[config.mk]
export PLATFORM = sky130hd
export DESIGN_NAME = fetch_unit
export DESIGN_NICKNAME = d
export VERILOG_FILES = /design/src/rtl/fetch_pkg.sv /design/src/rtl/fetch_pc.sv /design/src/rtl/fetch_unit.sv
export SDC_FILE = /design/constraint.sdc
export NUM_CORES = 1
export LEC_CHECK = 0
export ABC_CLOCK_PERIOD_IN_PS = 3700
export CORE_UTILIZATION = 41
export DETAILED_ROUTE_END_ITERATION = 6
export PLACE_DENSITY = 0.84
export SLEW_MARGIN = 40
export SYNTH_ARGS = -nofsm -noshare
export SYNTH_HDL_FRONTEND = slang
export SYNTH_SLANG_ARGS = --single-unit
[constraint.sdc]
create_clock -name clock -period 3.7 [get_ports clock]
set_input_delay 0.925 -clock clock [delete_from_list [all_inputs] [get_ports clock]]
set_output_delay 0.925 -clock clock [all_outputs]
set_load 0.03 [all_outputs]
[src/rtl/fetch_pkg.sv]
// Shared types and default parameters for the instruction fetch stage.
package fetch_pkg;

  typedef enum logic [1:0] {
    IDLE    = 2'd0,
    REQUEST = 2'd1,
    LOAD    = 2'd2
  } fetch_state_t;

  localparam int DEF_WIDTH      = 11;
  localparam int DEF_ADDR_WIDTH = 8;
  localparam int DEF_RESET_ADDR = 0;
  localparam int DEF_TIMEOUT    = 15;

endpackage

[src/rtl/fetch_pc.sv]
// Program counter register; a load of the target beats a sequential increment.
// Single-cycle update, no backpressure (caller qualifies load/inc).
module fetch_pc
  import fetch_pkg::*;
#(
  parameter int                    ADDR_WIDTH = DEF_ADDR_WIDTH,
  parameter logic [ADDR_WIDTH-1:0] RESET_ADDR = ADDR_WIDTH'(DEF_RESET_ADDR)
) (
  input  logic                  clock,
  input  logic                  reset_n,
  input  logic                  load,
  input  logic                  inc,
  input  logic [ADDR_WIDTH-1:0] target,
  output logic [ADDR_WIDTH-1:0] pc
);

  logic [ADDR_WIDTH-1:0] pc_q, pc_d;

  // Increment wraps naturally at the address width.
  always_comb begin
    pc_d = pc_q;
    if (load) begin
      pc_d = target;
    end else if (inc) begin
      pc_d = pc_q + ADDR_WIDTH'(1);
    end
  end

  always_ff @(posedge clock or negedge reset_n) begin
    if (!reset_n) begin
      pc_q <= RESET_ADDR;
    end else begin
      pc_q <= pc_d;
    end
  end

  assign pc = pc_q;

endmodule

[src/rtl/fetch_unit.sv]
// Fetch stage: holds PC, requests instruction memory, strobes the captured word to the IR.
// One word per 2 cycles at zero wait; mem_rd held until mem_ready; stall/fetch_en gate new requests.
// FETCH_TIMEOUT_EN: abort a request after TIMEOUT wait cycles with a sticky fetch_error.
module fetch_unit
  import fetch_pkg::*;
#(
  parameter int                    WIDTH      = DEF_WIDTH,
  parameter int                    ADDR_WIDTH = DEF_ADDR_WIDTH,
  parameter logic [ADDR_WIDTH-1:0] RESET_ADDR = ADDR_WIDTH'(DEF_RESET_ADDR),
  parameter int                    TIMEOUT    = DEF_TIMEOUT
) (
  input  logic                  clock,
  input  logic                  reset_n,
  input  logic                  fetch_en,
  input  logic                  stall,
  input  logic                  branch_taken,
  input  logic [ADDR_WIDTH-1:0] branch_addr,
  output logic                  mem_rd,
  output logic [ADDR_WIDTH-1:0] mem_addr,
  input  logic                  mem_ready,
  input  logic [WIDTH-1:0]      mem_data,
  output logic [WIDTH-1:0]      fetch_instr,
  output logic                  fetch_ir_wr,
  output logic [ADDR_WIDTH-1:0] pc_out,
  output logic                  fetch_busy,
  output logic                  fetch_error
);

  fetch_state_t          state_q, state_d;
  logic [WIDTH-1:0]      instr_q, instr_d;
  logic                  pc_load, pc_inc;
  logic [ADDR_WIDTH-1:0] pc;
  logic                  start_ok;

`ifdef FETCH_TIMEOUT_EN
  localparam int CNT_W = $clog2(TIMEOUT + 1);
  logic [CNT_W-1:0] cnt_q, cnt_d;
  logic             err_q, err_d;

  // A latched error blocks any further fetch until reset.
  assign start_ok = fetch_en && !stall && !err_q;
`else
  logic unused_timeout;
  assign unused_timeout = (TIMEOUT != 0);
  assign start_ok       = fetch_en && !stall;
`endif

  always_comb begin
    state_d = state_q;
    instr_d = instr_q;
    pc_load = 1'b0;
    pc_inc  = 1'b0;
`ifdef FETCH_TIMEOUT_EN
    // Counter is held at zero outside REQUEST, so every request starts fresh.
    cnt_d = (state_q == REQUEST) ? cnt_q : '0;
    err_d = err_q;
`endif
    unique case (state_q)
      IDLE: begin
        if (branch_taken) begin
          pc_load = 1'b1;
        end else if (start_ok) begin
          state_d = REQUEST;
        end
      end
      REQUEST: begin
        if (mem_ready) begin
          instr_d = mem_data;
          state_d = LOAD;
        end
`ifdef FETCH_TIMEOUT_EN
        else if (cnt_q == CNT_W'(TIMEOUT - 1)) begin
          err_d   = 1'b1;
          state_d = IDLE;
        end else begin
          cnt_d = cnt_q + CNT_W'(1);
        end
`endif
      end
      LOAD: begin
        pc_load = branch_taken;
        pc_inc  = !branch_taken;
        state_d = start_ok ? REQUEST : IDLE;
      end
      default: state_d = IDLE;
    endcase
  end

  always_ff @(posedge clock or negedge reset_n) begin
    if (!reset_n) begin
      state_q <= IDLE;
      instr_q <= '0;
`ifdef FETCH_TIMEOUT_EN
      cnt_q   <= '0;
      err_q   <= 1'b0;
`endif
    end else begin
      state_q <= state_d;
      instr_q <= instr_d;
`ifdef FETCH_TIMEOUT_EN
      cnt_q   <= cnt_d;
      err_q   <= err_d;
`endif
    end
  end

  fetch_pc #(
    .ADDR_WIDTH (ADDR_WIDTH),
    .RESET_ADDR (RESET_ADDR)
  ) u_pc (
    .clock   (clock),
    .reset_n (reset_n),
    .load    (pc_load),
    .inc     (pc_inc),
    .target  (branch_addr),
    .pc      (pc)
  );

  assign mem_rd      = (state_q == REQUEST);
  assign mem_addr    = pc;
  assign pc_out      = pc;
  assign fetch_ir_wr = (state_q == LOAD);
  assign fetch_busy  = (state_q != IDLE);
  assign fetch_instr = instr_q;
`ifdef FETCH_TIMEOUT_EN
  assign fetch_error = err_q;
`else
  assign fetch_error = 1'b0;
`endif

endmodule
### Word level (Yosys, flattened, before mapping)

Index checks and enable logic that the tools add are counted.

* register bits after elaboration: 21
* input bits: 25
* output and inout bits: 31
* logic and storage cells: 27

* add/subtract/negate cells: 1
* eq/ne operators: 5
* muxes and demuxes: 10
* reduce and logical (&&, ||, !) cells: 8

Operators by type and width (count)
* $mux W8: 2
* $add A8 B1 Y8 const B: 1
* $mux W2: 3
* $pmux W2 S3: 1
* $ne A2 B2 Y1 const B: 2
* $reduce_bool A2 Y1: 2
* $mux W1: 3
* $reduce_and A3 Y1: 1
* $eq A2 B1 Y1 const B: 1
* $eq A2 B2 Y1 const B: 1
* $logic_not A1 Y1: 2
* $logic_not A2 Y1: 1
* $ne A2 B1 Y1 const B: 1
* $pmux W1 S2: 1
* $reduce_and A2 Y1: 1
* $logic_and A1 B1 Y1: 1

### Depth between registers and ports, before layout

* depth after elaboration: 5
* gate-level depth with buffers: 4
* mapped depth without buffers: 4

### Modules after synthesis

Synthesis repeated with hierarchy kept, for this count alone.

* cell total of the unflattened synthesis: 95
* area, all modules: 1101.1 um2

Modules (own cells, without submodules)
* fetch_unit: times used 1, cells an instance 46, area an instance 650.6 um2, sequential area each 325.3 um2
* fetch_pc: times used 1, cells an instance 49, area an instance 450.4 um2, sequential area each 200.2 um2

### Least setup slack after synthesis

No wires, ideal clock.

* kind: register to output
* start point: register state_q[0]
* end point: output port fetch_ir_wr
* arrival time: 0.876 ns
* data required time: 2.775 ns
* setup slack: 1.899 ns
* cell stages (with the launch flop): 4
* path buffers: 1
* path through: dfrtp_1 nand2b_1 buf_6 inv_1

* word-level cells in the longest chain between the ends: 1

Ends and longest elaborated chain
* from (decl): line fetch_unit.sv:29 `fetch_state_t state_q, state_d;`
* from (signal assigned): line fetch_unit.sv:98 `state_q <= state_d;`
* $eq A2 B2 Y1: line fetch_unit.sv:122 `assign fetch_ir_wr = (state_q == LOAD);`
* to (decl): line fetch_unit.sv:23 `output logic fetch_ir_wr,`

No other way between the ends.

### Worst setup path in the final report

Ends and elaborated chain as after synthesis.

==> impl_results.rst <==
.. list-table::
   :header-rows: 1

   * - Metric
     - Value
   * - Status
     - complete, no violations
   * - Count of buffers from port buffering
     - 54
   * - Starting utilization of the core area
     - 44.93%
   * - Vias per cell
     - 4.893
   * - Tot GR Track Use
     - 17.73%
   * - Worst-case setup slack after placement
     - 1.285 ns
   * - Final RePlAce weighted congestion
     - 0.7117
   * - Maximum number of pins on one net before global-route repair
     - 22
   * - Number of endpoints failing setup at the final stage
     - 0
   * - Post-cts hold buffer count
     - 0
   * - Half-perimeter wire length after detailed placement
     - around 1.8 mm
   * - Number of cells on the critical path
     - 3
   * - Number of flops mapped to enable cells by yosys
     - 0
   * - Pwr/cell area
     - 560.4 mW/mm^2
   * - Reg2reg start
     - state_q[0]
   * - First-pass GRT wire length
     - about 3.6 mm
   * - Total CTS buffers
     - 3
   * - Leading cell type in the layout, fill and taps excluded
     - sky130_fd_sc_hd__clkdlybuf4s50_1
   * - Endpoint class of the critical path
     - primary output
   * - Critical path arrival
     - ~1.8 ns
   * - Largest fanout on the critical path
     - 9
   * - Master of the slowest instance on the critical path
     - sky130_fd_sc_hd__clkdlybuf4s50_1
   * - Worst min-delay path category
     - reg2reg
   * - Largest clock skew in the final design
     - 0.004095 ns
   * - Beginning of the critical path
     - state_q[0]
   * - Cell Area, Synth
     - 0.001032 mm^2
   * - CTS sink count
     - 21
   * - Post-layout worst setup margin
     - 0.9462 ns
   * - CTS tree
     - built
   * - Clock-pin slew on the worst setup and hold paths
     - 0.12 ns
   * - Largest area contributor in the synthesized netlist
     - sky130_fd_sc_hd__dfrtp_1
   * - Area delta synth->final
     - 49.45%
   * - Min Hold Slack
     - 0.5184 ns
   * - Leakage power
     - 0.6517 nW
   * - Number of slew-limit violations in the final report
     - 0
   * - Portion of synthesized cell area occupied by the leading cell type
     - roughly 50%
   * - Final global-route overflow total
     - 0
   * - # nets final
     - about 170
   * - Top cell family by delay on the critical path
     - buffers and inverters
   * - Crit path launch type
     - register
   * - Routed wire length per instance
     - 13.04 um
   * - Post-route DRC violation count
     - 0
   * - FMAX
     - approximately 360 MHz
   * - Most used cells in the layout excluding fill and tap cells
     - 53 x sky130_fd_sc_hd__clkdlybuf4s50_1, 21 x sky130_fd_sc_hd__dfrtp_1, 11 x sky130_fd_sc_hd__mux2_2
   * - CTS Root Buffer Type
     - sky130_fd_sc_hd__clkbuf_4
   * - Count of standard-cell rows
     - 17
   * - Setup crit end
     - fetch_ir_wr
   * - Top cells by area, synth
     - sky130_fd_sc_hd__dfrtp_1 51%, sky130_fd_sc_hd__mux2_2 12%, sky130_fd_sc_hd__buf_4 6.5%
   * - Total number of vias
     - 827
   * - Synthesis warning total
     - 0
   * - Fill cell instance count of the final layout
     - 193
   * - Width of the die
     - between 50 and 60 um
   * - Post-CTS Setup Bufs
     - 0
   * - Sequential share of the synthesized area
     - slightly above 50%
   * - Flip-flop and latch count after synthesis
     - 21
   * - Die outline height
     - ~52 um
   * - Remaining number of nets flagged by the antenna check after routing
     - 0
   * - Antenna violations before repair
     - 0
   * - End of the worst register-to-register path
     - u_pc.pc[5]
   * - Insertion delay to the later sink of the worst-skew pair
     - 0.29 ns
   * - Syn avg cell area
     - 10.87 um^2
   * - CORE AREA
     - 0.002297 mm^2
   * - Post-route clock period utilization
     - 74.43%
   * - Vias in the first global route
     - 856
   * - Unique masters post-synth
     - 26
   * - Number of inserted diodes
     - 0
   * - Bufs on Longest Clock Path
     - 2
   * - Total iterations of the first detailed-routing run
     - 4
   * - Unrepaired setup endpoints after global routing
     - no
   * - Post-synthesis async set-or-reset flop share
     - 100.0%
   * - Top Ports
     - 56
   * - Reg2reg path depth
     - 3
   * - Cells after synthesis
     - 95
   * - Max Cap Viol
     - 0
   * - Ratio of cells with drive above 1 in the final layout
     - 12.06%
   * - Total of cells resized after clock tree synthesis
     - 0
   * - Critical path buffers and inverters
     - 2
   * - Critical setup path kind
     - reg2out
   * - Max stage delay on crit path
     - approximately 0.67 ns
   * - Synthesized Nets
     - 121
   * - Post-layout minimum cycle time
     - 2.754 ns
   * - CTS H-tree depth
     - 1
   * - Final hold violation count
     - 0
   * - Req. time, crit path
     - 2.77 ns
   * - Primary flip-flop cell chosen by synthesis mapping
     - sky130_fd_sc_hd__dfrtp_1
   * - Register-to-Register Setup Slack
     - 2.11 ns
   * - Critical path cell sequence
     - nand2b_1, inv_1, clkdlybuf4s50_1
   * - Die Footprint
     - 0.002722 mm^2
   * - Initial drt markers
     - 8
   * - Total negative setup slack
     - 0 ns
   * - Total wire length
     - 2.204 mm
   * - IR drop worst, VDD
     - 0.4023 mV
   * - Post-route core utilization
     - 67.16%
==> layout make-up <==
cell class	instances	area (um^2)	area share, %
clock inverter	1	5.005	0.3244
inverter	4	15.01	0.9732
timing repair buffer	54	535.5	34.71
tap	28	35.03	2.271
clock buffer	3	22.52	1.460
multi-input combinational	58	404.1	26.20
sequential	21	525.5	34.06
==> worst register-to-register path, stage by stage, from the launching register on <==
cell,delay [ns]
sky130_fd_sc_hd__dfrtp_1,0.45
sky130_fd_sc_hd__nand2b_1,0.31
sky130_fd_sc_hd__or4_1,0.57
sky130_fd_sc_hd__a31oi_1,0.18
==> Yosys cell counts, drive strengths merged (2+ instances only) <==
cell,n
dfrtp,21
buf,11
mux2,11
nand2,6
o21ai,6
nor2,5
a31oi,4
inv,4
nand3,4
nand2b,3
or4,3
and2b,2
o31ai,2
or3,2
xor2,2
==> state kept, by name (all words and copies together), names as in the netlist <==
signal,flops
fetch_instr,11
u_pc.pc,8
state_q,2
==> worst min-delay path by stage <==
stage,startpoint,end,slack [ns],depth (start not counted)
after floorplan,state_q[0],state_q[0],0.59,3
after global placement,fetch_instr[2],fetch_instr[2],0.49,1
after detailed placement,fetch_instr[6],fetch_instr[6],0.49,1
after CTS,fetch_instr[6],fetch_instr[6],0.52,1
after global routing,fetch_instr[10],fetch_instr[10],0.55,1
final,fetch_instr[6],fetch_instr[6],0.52,1
==> routing by layer <==
layer  vias up  wire length, um  GRT usage (%)
met5         -                0              0
met4         0                0          2.632
met3         0              187          4.928
met2        41             1095          32.69
met1       374              922          20.71
li1        412                -              -
==> metrics by stage <==
step	power, mW	std cells	area [um^2]
final	0.8646	169	1543
after global placement	0.7518	165	1520
after floorplan	0.5839	95	1032
after CTS	0.8749	169	1543
after detailed placement	0.7630	165	1515
after global routing	0.9113	169	1543
==> cells by family (layout without fill, tap and decap cells) <==
group | Yosys count | after routing | share of synthesized area [%]
other cells | 1 | 1 | 0.3633
simple gates | 29 | 29 | 15.39
buf+inv | 16 | 62 | 9.938
compound gates | 13 | 13 | 7.515
mux | 12 | 12 | 12.97
fa+ha+maj | 1 | 1 | 1.212
xor+xnor | 2 | 2 | 1.697
flops | 21 | 21 | 50.91
==> power breakdown <==
part	switching, mW	total [mW]	internal [mW]
Clock	0.0697	0.110	0.0402
Combinational	0.228	0.423	0.195
Sequential	0.0442	0.332	0.288
No activity file was read; power rests on OpenSTA's default activity.
